<file path="config.mk">
export PLATFORM = sky130hd
export DESIGN_NAME = morph_win_ctrl
export DESIGN_NICKNAME = d
export VERILOG_FILES = /design/src/rtl/morph_win_ctrl.sv
export SDC_FILE = /design/constraint.sdc
export NUM_CORES = 2
export LEC_CHECK = 0
export CORE_MARGIN = 2
export CORE_UTILIZATION = 55
export DETAILED_ROUTE_END_ITERATION = 16
export HOLD_SLACK_MARGIN = 0.06
export PLACE_DENSITY = 0.76
export SYNTH_ARGS = -nofsm -noshare
export SYNTH_HDL_FRONTEND = slang
export SYNTH_SLANG_ARGS = --single-unit
</file>
<file path="constraint.sdc">
create_clock -name clk -period 7 [get_ports clk]
set_clock_uncertainty 0.05 [all_clocks]
set_input_delay 1.4 -clock clk [delete_from_list [all_inputs] [get_ports clk]]
set_output_delay 1.4 -clock clk [all_outputs]
set_load 0.01 [all_outputs]
</file>
<file path="src/rtl/morph_win_ctrl.sv">
// morph_win_ctrl: 3x3 binary window scheduler feeding erode/dilate.
// Two line buffers + column shifters; out-of-frame taps forced to 1.
module morph_win_ctrl #(
  parameter int H_ACT = 640,
  parameter int V_ACT = 480,
  parameter int CW    = 10,
  parameter int RW    = 9
) (
  input  logic       clk,
  input  logic       rst_n,
  input  logic       vsync,
  input  logic       pix_en,
  input  logic       pix_bin,
  input  logic [1:0] mode_req,
  input  logic       mode_wr,
  output logic       p11,
  output logic       p12,
  output logic       p13,
  output logic       p21,
  output logic       p22,
  output logic       p23,
  output logic       p31,
  output logic       p32,
  output logic       p33,
  output logic       win_en,
  output logic [1:0] op_sel,
  output logic       frame_busy,
  output logic       frame_done,
  output logic       ovf
);

  typedef enum logic [1:0] {
    IDLE = 2'd0,
    RUN  = 2'd1,
    DONE = 2'd2
  } state_t;

  localparam logic [CW-1:0] COL_MAX = CW'(H_ACT - 1);
  localparam logic [RW-1:0] ROW_MAX = RW'(V_ACT - 1);

  state_t state_q, state_d;

  logic vs_q, vs_qq;
  logic fs, acc, last;

  logic [CW-1:0] col_q, col_d;
  logic [RW-1:0] row_q, row_d;

  logic [1:0] pend_q, pend_d;
  logic [1:0] op_q, op_d;
  logic [1:0] req_m;

  logic busy_q, done_q, win_en_q;
  logic ovf_q, ovf_d;
  logic post_q, post_d;

  logic [H_ACT-1:0] lb0_q, lb1_q;
  logic lb0_rd, lb1_rd;

  // Columns 2..3 of each row, unmasked: {r1c2,r1c3,r2c2,r2c3,r3c2,r3c3}
  logic [5:0] raw_q, raw_d;
  logic [8:0] raw_new, mask, win_d, win_q;
  logic r0, r1, c0, c1;

  assign fs   = vs_q & ~vs_qq;
  assign acc  = pix_en & (state_q == RUN) & ~fs;
  assign last = (col_q == COL_MAX) & (row_q == ROW_MAX);

  assign req_m = (mode_req == 2'd3) ? 2'd0 : mode_req;

  assign lb0_rd = lb0_q[col_q];
  assign lb1_rd = lb1_q[col_q];

  always_comb begin
    state_d = state_q;
    unique case (state_q)
      IDLE: begin
        if (fs) state_d = RUN;
      end
      RUN: begin
        if (fs) state_d = RUN;
        else if (acc && last) state_d = DONE;
      end
      DONE: begin
        state_d = fs ? RUN : IDLE;
      end
      default: state_d = IDLE;
    endcase
  end

  always_comb begin
    col_d = col_q;
    row_d = row_q;
    if (fs) begin
      col_d = '0;
      row_d = '0;
    end else if (acc) begin
      if (col_q == COL_MAX) begin
        col_d = '0;
        row_d = row_q + 1'b1;
      end else begin
        col_d = col_q + 1'b1;
      end
    end
  end

  always_comb begin
    pend_d = mode_wr ? req_m : pend_q;
    op_d   = fs ? pend_q : op_q;
    post_d = fs ? 1'b0 : (post_q | (state_q == DONE));
    ovf_d  = fs ? 1'b0
                : (ovf_q | (pix_en & (state_q == IDLE) & post_q));
  end

  assign r0 = (row_q == '0);
  assign r1 = (row_q == RW'(1));
  assign c0 = (col_q == '0);
  assign c1 = (col_q == CW'(1));

  always_comb begin
    raw_new = {raw_q[5], raw_q[4], lb1_rd,
               raw_q[3], raw_q[2], lb0_rd,
               raw_q[1], raw_q[0], pix_bin};
    raw_d   = {raw_new[7:6], raw_new[4:3], raw_new[1:0]};
  end

  // Rows above the frame and columns left of it read as background
  always_comb begin
    mask = '0;
    if (r0 | r1) mask[8:6] = 3'b111;
    if (r0)      mask[5:3] = 3'b111;
    if (c0 | c1) mask = mask | 9'b100_100_100;
    if (c0)      mask = mask | 9'b010_010_010;
    win_d = raw_new | mask;
  end

  always_ff @(posedge clk or negedge rst_n) begin
    if (!rst_n) begin
      state_q  <= IDLE;
      vs_q     <= 1'b0;
      vs_qq    <= 1'b0;
      col_q    <= '0;
      row_q    <= '0;
      pend_q   <= 2'd0;
      op_q     <= 2'd0;
      busy_q   <= 1'b0;
      done_q   <= 1'b0;
      win_en_q <= 1'b0;
      ovf_q    <= 1'b0;
      post_q   <= 1'b0;
    end else begin
      state_q  <= state_d;
      vs_q     <= vsync;
      vs_qq    <= vs_q;
      col_q    <= col_d;
      row_q    <= row_d;
      pend_q   <= pend_d;
      op_q     <= op_d;
      busy_q   <= (state_d == RUN);
      done_q   <= (state_d == DONE);
      win_en_q <= acc;
      ovf_q    <= ovf_d;
      post_q   <= post_d;
    end
  end

  always_ff @(posedge clk or negedge rst_n) begin
    if (!rst_n) begin
      raw_q <= '1;
      win_q <= '1;
    end else if (acc) begin
      raw_q <= raw_d;
      win_q <= win_d;
    end
  end

  // Read-before-write: LB1 takes LB0's old value, LB0 takes the pixel
  always_ff @(posedge clk or negedge rst_n) begin
    if (!rst_n) begin
      lb0_q <= '1;
      lb1_q <= '1;
    end else if (acc) begin
      lb1_q[col_q] <= lb0_rd;
      lb0_q[col_q] <= pix_bin;
    end
  end

  assign {p11, p12, p13} = win_q[8:6];
  assign {p21, p22, p23} = win_q[5:3];
  assign {p31, p32, p33} = win_q[2:0];

  assign win_en     = win_en_q;
  assign op_sel     = op_q;
  assign frame_busy = busy_q;
  assign frame_done = done_q;
  assign ovf        = ovf_q;

endmodule

</file>
[After elaboration in Yosys (flattened, before gate mapping)]
Cells that the tools add are included.
Widths: inputs -> output; s select.
Cells by class
  add/sub/neg operators: 2
  multiply operators: 0
  divide/modulo/power cells: 0
  order comparisons: 2
  equal/unequal tests: 9
  shift operators: 0
  muxes and demuxes: 26
  bitwise logic cells: 13
  reduce and logical (&&, ||, !) cells: 8
Operator list (count)
  $bwmux 640: 2
  $mux 9: 4
  $mux 10: 3
  $bmux 1 s10: 2
  $lt 10x11->1 const B: 1
  $add 10x1->10 const B: 1
  $demux 1 s10: 1
  $eq 10x1->1 const B: 1
  $eq 10x10->1 const B: 1
  $ge 10x1->1 const B: 1
  $logic_not 10->1: 1
  $add 9x1->9 const B: 1
  $eq 9x1->1 const B: 1
  $eq 9x9->1 const B: 1
  $logic_not 9->1: 1
  $or 9x9->9: 1
  $mux 2: 4
  $mux 8: 1
  $and 1x1->1: 6
  $eq 2x2->1 const B: 3
  $mux 1: 6
  $mux 3: 2
  $pmux 2 s3: 1
  $eq 2x1->1 const B: 2
  6 further kinds: 12
Word-level totals
  register bits: 1327
  latch bits: 0
  RAM bits: 0
  ROM bits: 0
  bits of input ports: 8
  output and inout bits: 15
  logic and storage cells: 76
  memories kept: 0

[Longest topological paths before layout]
  depth after elaboration: 9
  mapped depth: 18
  gate-level depth less buffers: 8

[Worst setup path after synthesis]
OpenSTA, ideal clock, no wires.
  kind: in2reg
  from: in pix_en
  to: reg lb0_q[608]
  setup time: 0.082 ns
  data arrival time: 3.396 ns
  required time: 6.868 ns
  setup slack: 3.472 ns
  stages: 10
  path buffers: 3
  path through: nor2b_1 -> and2_1 -> nand2_1 -> inv_1 -> clkbuf_1 -> clkbuf_1 -> nand3_1 -> clkbuf_1 -> nor2_1 -> mux2_2
On the way
  cells in the longest elaborated chain, start to end: 2
Ends and longest elaborated chain
  start, declared: RTL line 12  | input logic pix_en,
  $and 1x1->1 (2 in series): RTL line 66  | assign acc = pix_en & (state_q == RUN) & ~fs;
  end signal, assigned by index: RTL line 184  | lb0_q[col_q] <= pix_bin;
  end, declared: RTL line 57  | logic [H_ACT-1:0] lb0_q, lb1_q;
No other way between the ends.
A chain may end at the register's enable or synchronous reset.

[Worst setup path after layout]
  from: reg col_q[0]
  to: reg win_q[3]
On the way
  cells in the longest elaborated chain, start to end: 3
Ends and longest elaborated chain
  start, declared: RTL line 46  | logic [CW-1:0] col_q, col_d;
  start signal, assigned: RTL line 155  | col_q <= col_d;
  $bmux 1 s10: RTL line 71  | assign lb0_rd = lb0_q[col_q];
  $mux 1 (implied by the code): RTL line 71
  $or 9x9->9: RTL line 134  | win_d = raw_new | mask;
  end signal, assigned: RTL line 173  | win_q <= win_d;
  end, declared: RTL line 62  | logic [8:0] raw_new, mask, win_d, win_q;
No other way between the ends. The select of a mux whose other input is x is not followed.

==> results.sh <==
export IMPL_rsz0062_at_grt="no"
export IMPL_clk_pin_slew_ns=0.06
export IMPL_status="completed"
export IMPL_clockRootBuffer="clkbuf_16"
export IMPL_worst_ep_arrival_time_ns=5.86
export IMPL_ir_worst_vdd_v=0.000465
export IMPL_place_area_um2=66100
export IMPL_ant_nets=0
export IMPL_critPathMaxFanout=49
export IMPL_setup_worst_path_start="col_q[0]"
export IMPL_num_nets_final=5711
export IMPL_drtIter0Drc=5378
export IMPL_netlist_cell_type_count=64
export IMPL_hpwl_um=122000
export IMPL_die_w_um=347
export IMPL_syn_inst=5830
export IMPL_ctsResizeCount=0
export IMPL_grt_pass1_vias=46500
export IMPL_internal_power_mw=12.6
export IMPL_slew_viol_final=0
export IMPL_fp_dieH_um=347
export IMPL_routabilityCongestion=0.903
export IMPL_rows=126
export IMPL_fin_crit_sh_pct=75.4
export IMPL_seq_power_share_pct=46.2
export IMPL_clk_path_buf_depth=3
export IMPL_initial_core_util_pct=55.2
export IMPL_grt_usage_pct=32.1
export IMPL_antenna_found_initial=5
export IMPL_first_pass_iters=6
export IMPL_regArea_um2=34800
export IMPL_syn_nets=5845
export IMPL_grt_pass1_wl_um=295000
export IMPL_grt_ovfl_total=0
export IMPL_cts_hold_buffers=0
export IMPL_slew_limit_headroom_pct=10.7
export IMPL_core_um2=118000
export IMPL_seq_area_frac_synth_pct=53.6
export IMPL_drive_gt1_share_pct=43.9
export IMPL_io_pins=23
export IMPL_vias=47300
export IMPL_grt_max_degree=229
export IMPL_rrSetupSlack_ns=1.72
export IMPL_drc_errors=0
export IMPL_finalInstanceArea_um2=70700
export IMPL_cts_tree="done"
export IMPL_multi_input_comb_area_um2=27700
export IMPL_max_freq_mhz=189
export IMPL_critPathKind="flop to flop"
export IMPL_async_flop_share_pct=100
export IMPL_syn_area_um2=64900
export IMPL_cp_required_ns=7.58
export IMPL_routed_wl_um=196000
export IMPL_yosysTopAreaCell="dfstp_2"
export IMPL_die_area_um2=121000
export IMPL_cts_sinks=1326
export IMPL_hold_class="flop to flop"
export IMPL_ff2ff_path_depth=8
export IMPL_synth_seq_cells=1326
export IMPL_r2r_start="col_q[0]"
export IMPL_synth_top_flop_cell="dfstp_2"
export IMPL_crit_end="win_q[3]"
export IMPL_portBuffers=22
export IMPL_h_tree_depth=4
export IMPL_tns_ns=0
export IMPL_layout_common_cells="1294 x dfstp_2, 734 x nor2_1, 624 x nand2_1"
export IMPL_worstMarginPinSlew_ns=1.34
export IMPL_fin_crit_ns=5.28
export IMPL_p_sw_share_pct=26.2
export IMPL_synth_area_per_cell_um2=11.1
export IMPL_cts_setup_buffers=0
export IMPL_insertion_delay_ns=0.76
export IMPL_area_growth_pct=9.02
export IMPL_viasPerCell=6.44
export IMPL_cap_violations=0
export IMPL_synth_edf_count=0
export IMPL_clkPwrFrac_pct=43.9
export IMPL_r2r_end="win_q[3]"
export IMPL_p_per_area_nw_per_um2=242
export IMPL_netlist_top_cells_area="dfstp_2 52%, mux2_2 9.9%, mux2i_1 9.0%, nor2_1 4.3%, nand2_1 3.6%"
export IMPL_setup_viol_count_final=0
export IMPL_avgRoutedWirePerCell_um=26.6
export IMPL_p_comb_share_pct=9.9
export IMPL_synth_top_area_share_pct=52.4
export IMPL_critPathCaptureType="flop"
export IMPL_final_common_cell="dfstp_2"
export IMPL_leakagePower_nw=26.1
export IMPL_fin_util_pct=60.1
export IMPL_hold_violations=0
export IMPL_fillers=9218
export IMPL_start_kind="flop"
export IMPL_power_switching_mw=4.48
export IMPL_yosys_warnings=0
export IMPL_cts_buffers=140
[worst min path at each step]
stage | from | slack (ns) | cells past startpoint | endpoint
6_report | vs_q | 0.35 | 0 | vs_qq
5_1_grt | vs_q | 0.37 | 0 | vs_qq
4_1_cts | vs_q | 0.36 | 0 | vs_qq
3_5_place_dp | vs_q | 0.34 | 0 | vs_qq
3_3_place_gp | vs_q | 0.33 | 0 | vs_qq
2_1_floorplan | vs_q | 0.32 | 0 | vs_qq
[metrics by stage]
stage                     worst slack (ns)  hold WS (ns)  power, mW  instances
after global routing                  1.68         0.374       17.5       7342
after CTS                             1.84         0.361       17.1       7342
after global placement                1.72         0.327       9.64       7090
final                                 1.72         0.354       17.1       7348
after detailed placement              1.67         0.344       9.65       7090
after floorplan                       3.47         0.318       9.03       5830
[registers in the layout, indices dropped and copies added (netlist names)]
signal,cells
state_q,2
op_sel,2
frame_busy,1
lb1_q,640
vs_qq,1
frame_done,1
vs_q,1
post_q,1
ovf,1
row_q,9
win_en,1
col_q,10
pend_q,2
win_q,8
raw_q,6
lb0_q,640
[synth_stat cells (7+ instances only)]
| cell type | count |
|---|---|
| a21oi_1 | 141 |
| a21oi_2 | 190 |
| a31oi_1 | 18 |
| and3_1 | 18 |
| buf_1 | 11 |
| buf_2 | 78 |
| buf_4 | 35 |
| buf_6 | 69 |
| clkbuf_1 | 261 |
| dfrtp_1 | 32 |
| dfstp_2 | 1294 |
| ha_1 | 7 |
| inv_1 | 9 |
| mux2_2 | 573 |
| mux2i_1 | 585 |
| mux4_2 | 28 |
| nand2_1 | 624 |
| nand3_1 | 151 |
| nand3b_1 | 7 |
| nand4_1 | 12 |
| nor2_1 | 739 |
| nor3_1 | 32 |
| nor4_1 | 49 |
| o21ai_0 | 392 |
| o21ai_1 | 38 |
| o22ai_1 | 260 |
| o31ai_1 | 11 |
| o31ai_2 | 55 |
| or4_1 | 9 |
| xor2_1 | 11 |
[per-layer routing]
metal	GRT usage [%]	wire length (µm)	share of wire [%]
met1	42.9	77200	39
met3	8.71	20700	11
met5	0	0	0
met2	48.0	86800	44
met4	16.4	11100	5.7
[worst max-delay path, cell delays in order, from the launching register on]
cell and delay, ns:
dfrtp_4 0.99, buf_4 0.52, mux4_2 0.58, and3_1 0.20, o21ai_0 0.42, a31oi_1 0.33, and4bb_4 1.05, buf_4 0.66
a41oi_1 0.23
[power groups by stage]
stage                     logic (mW)  clock network (mW)  registers (mW)
final                           1.70                7.51            7.90
after global placement          1.63                   0            8.00
after floorplan                 1.07                   0            7.96
after global routing            1.74                7.89            7.91
after detailed placement        1.64                   0            8.01
after CTS                       1.64                7.57            7.90
[cell type report]
cell class | count | share of cell area [%]
clock buffer | 216 | 5.98
timing repair buffer | 183 | 2.37
tap | 1536 | 2.72
multi-input combinational | 4036 | 39.1
inverter | 9 | 0.0478
sequential | 1326 | 49.2
clock inverter | 36 | 0.562
antenna | 6 | 0.0212
[cell families after synthesis]
logic type	share of synthesized area, %
AOI/OAI and AO/OA	11.3
xor gates and xnor gates	0.202
adders and majority gates	0.135
buffers and inverters	3.95
DFF	53.6
muxes	19.9
and+or+nand+nor	10.8
Power figures use the tool's default switching activity.
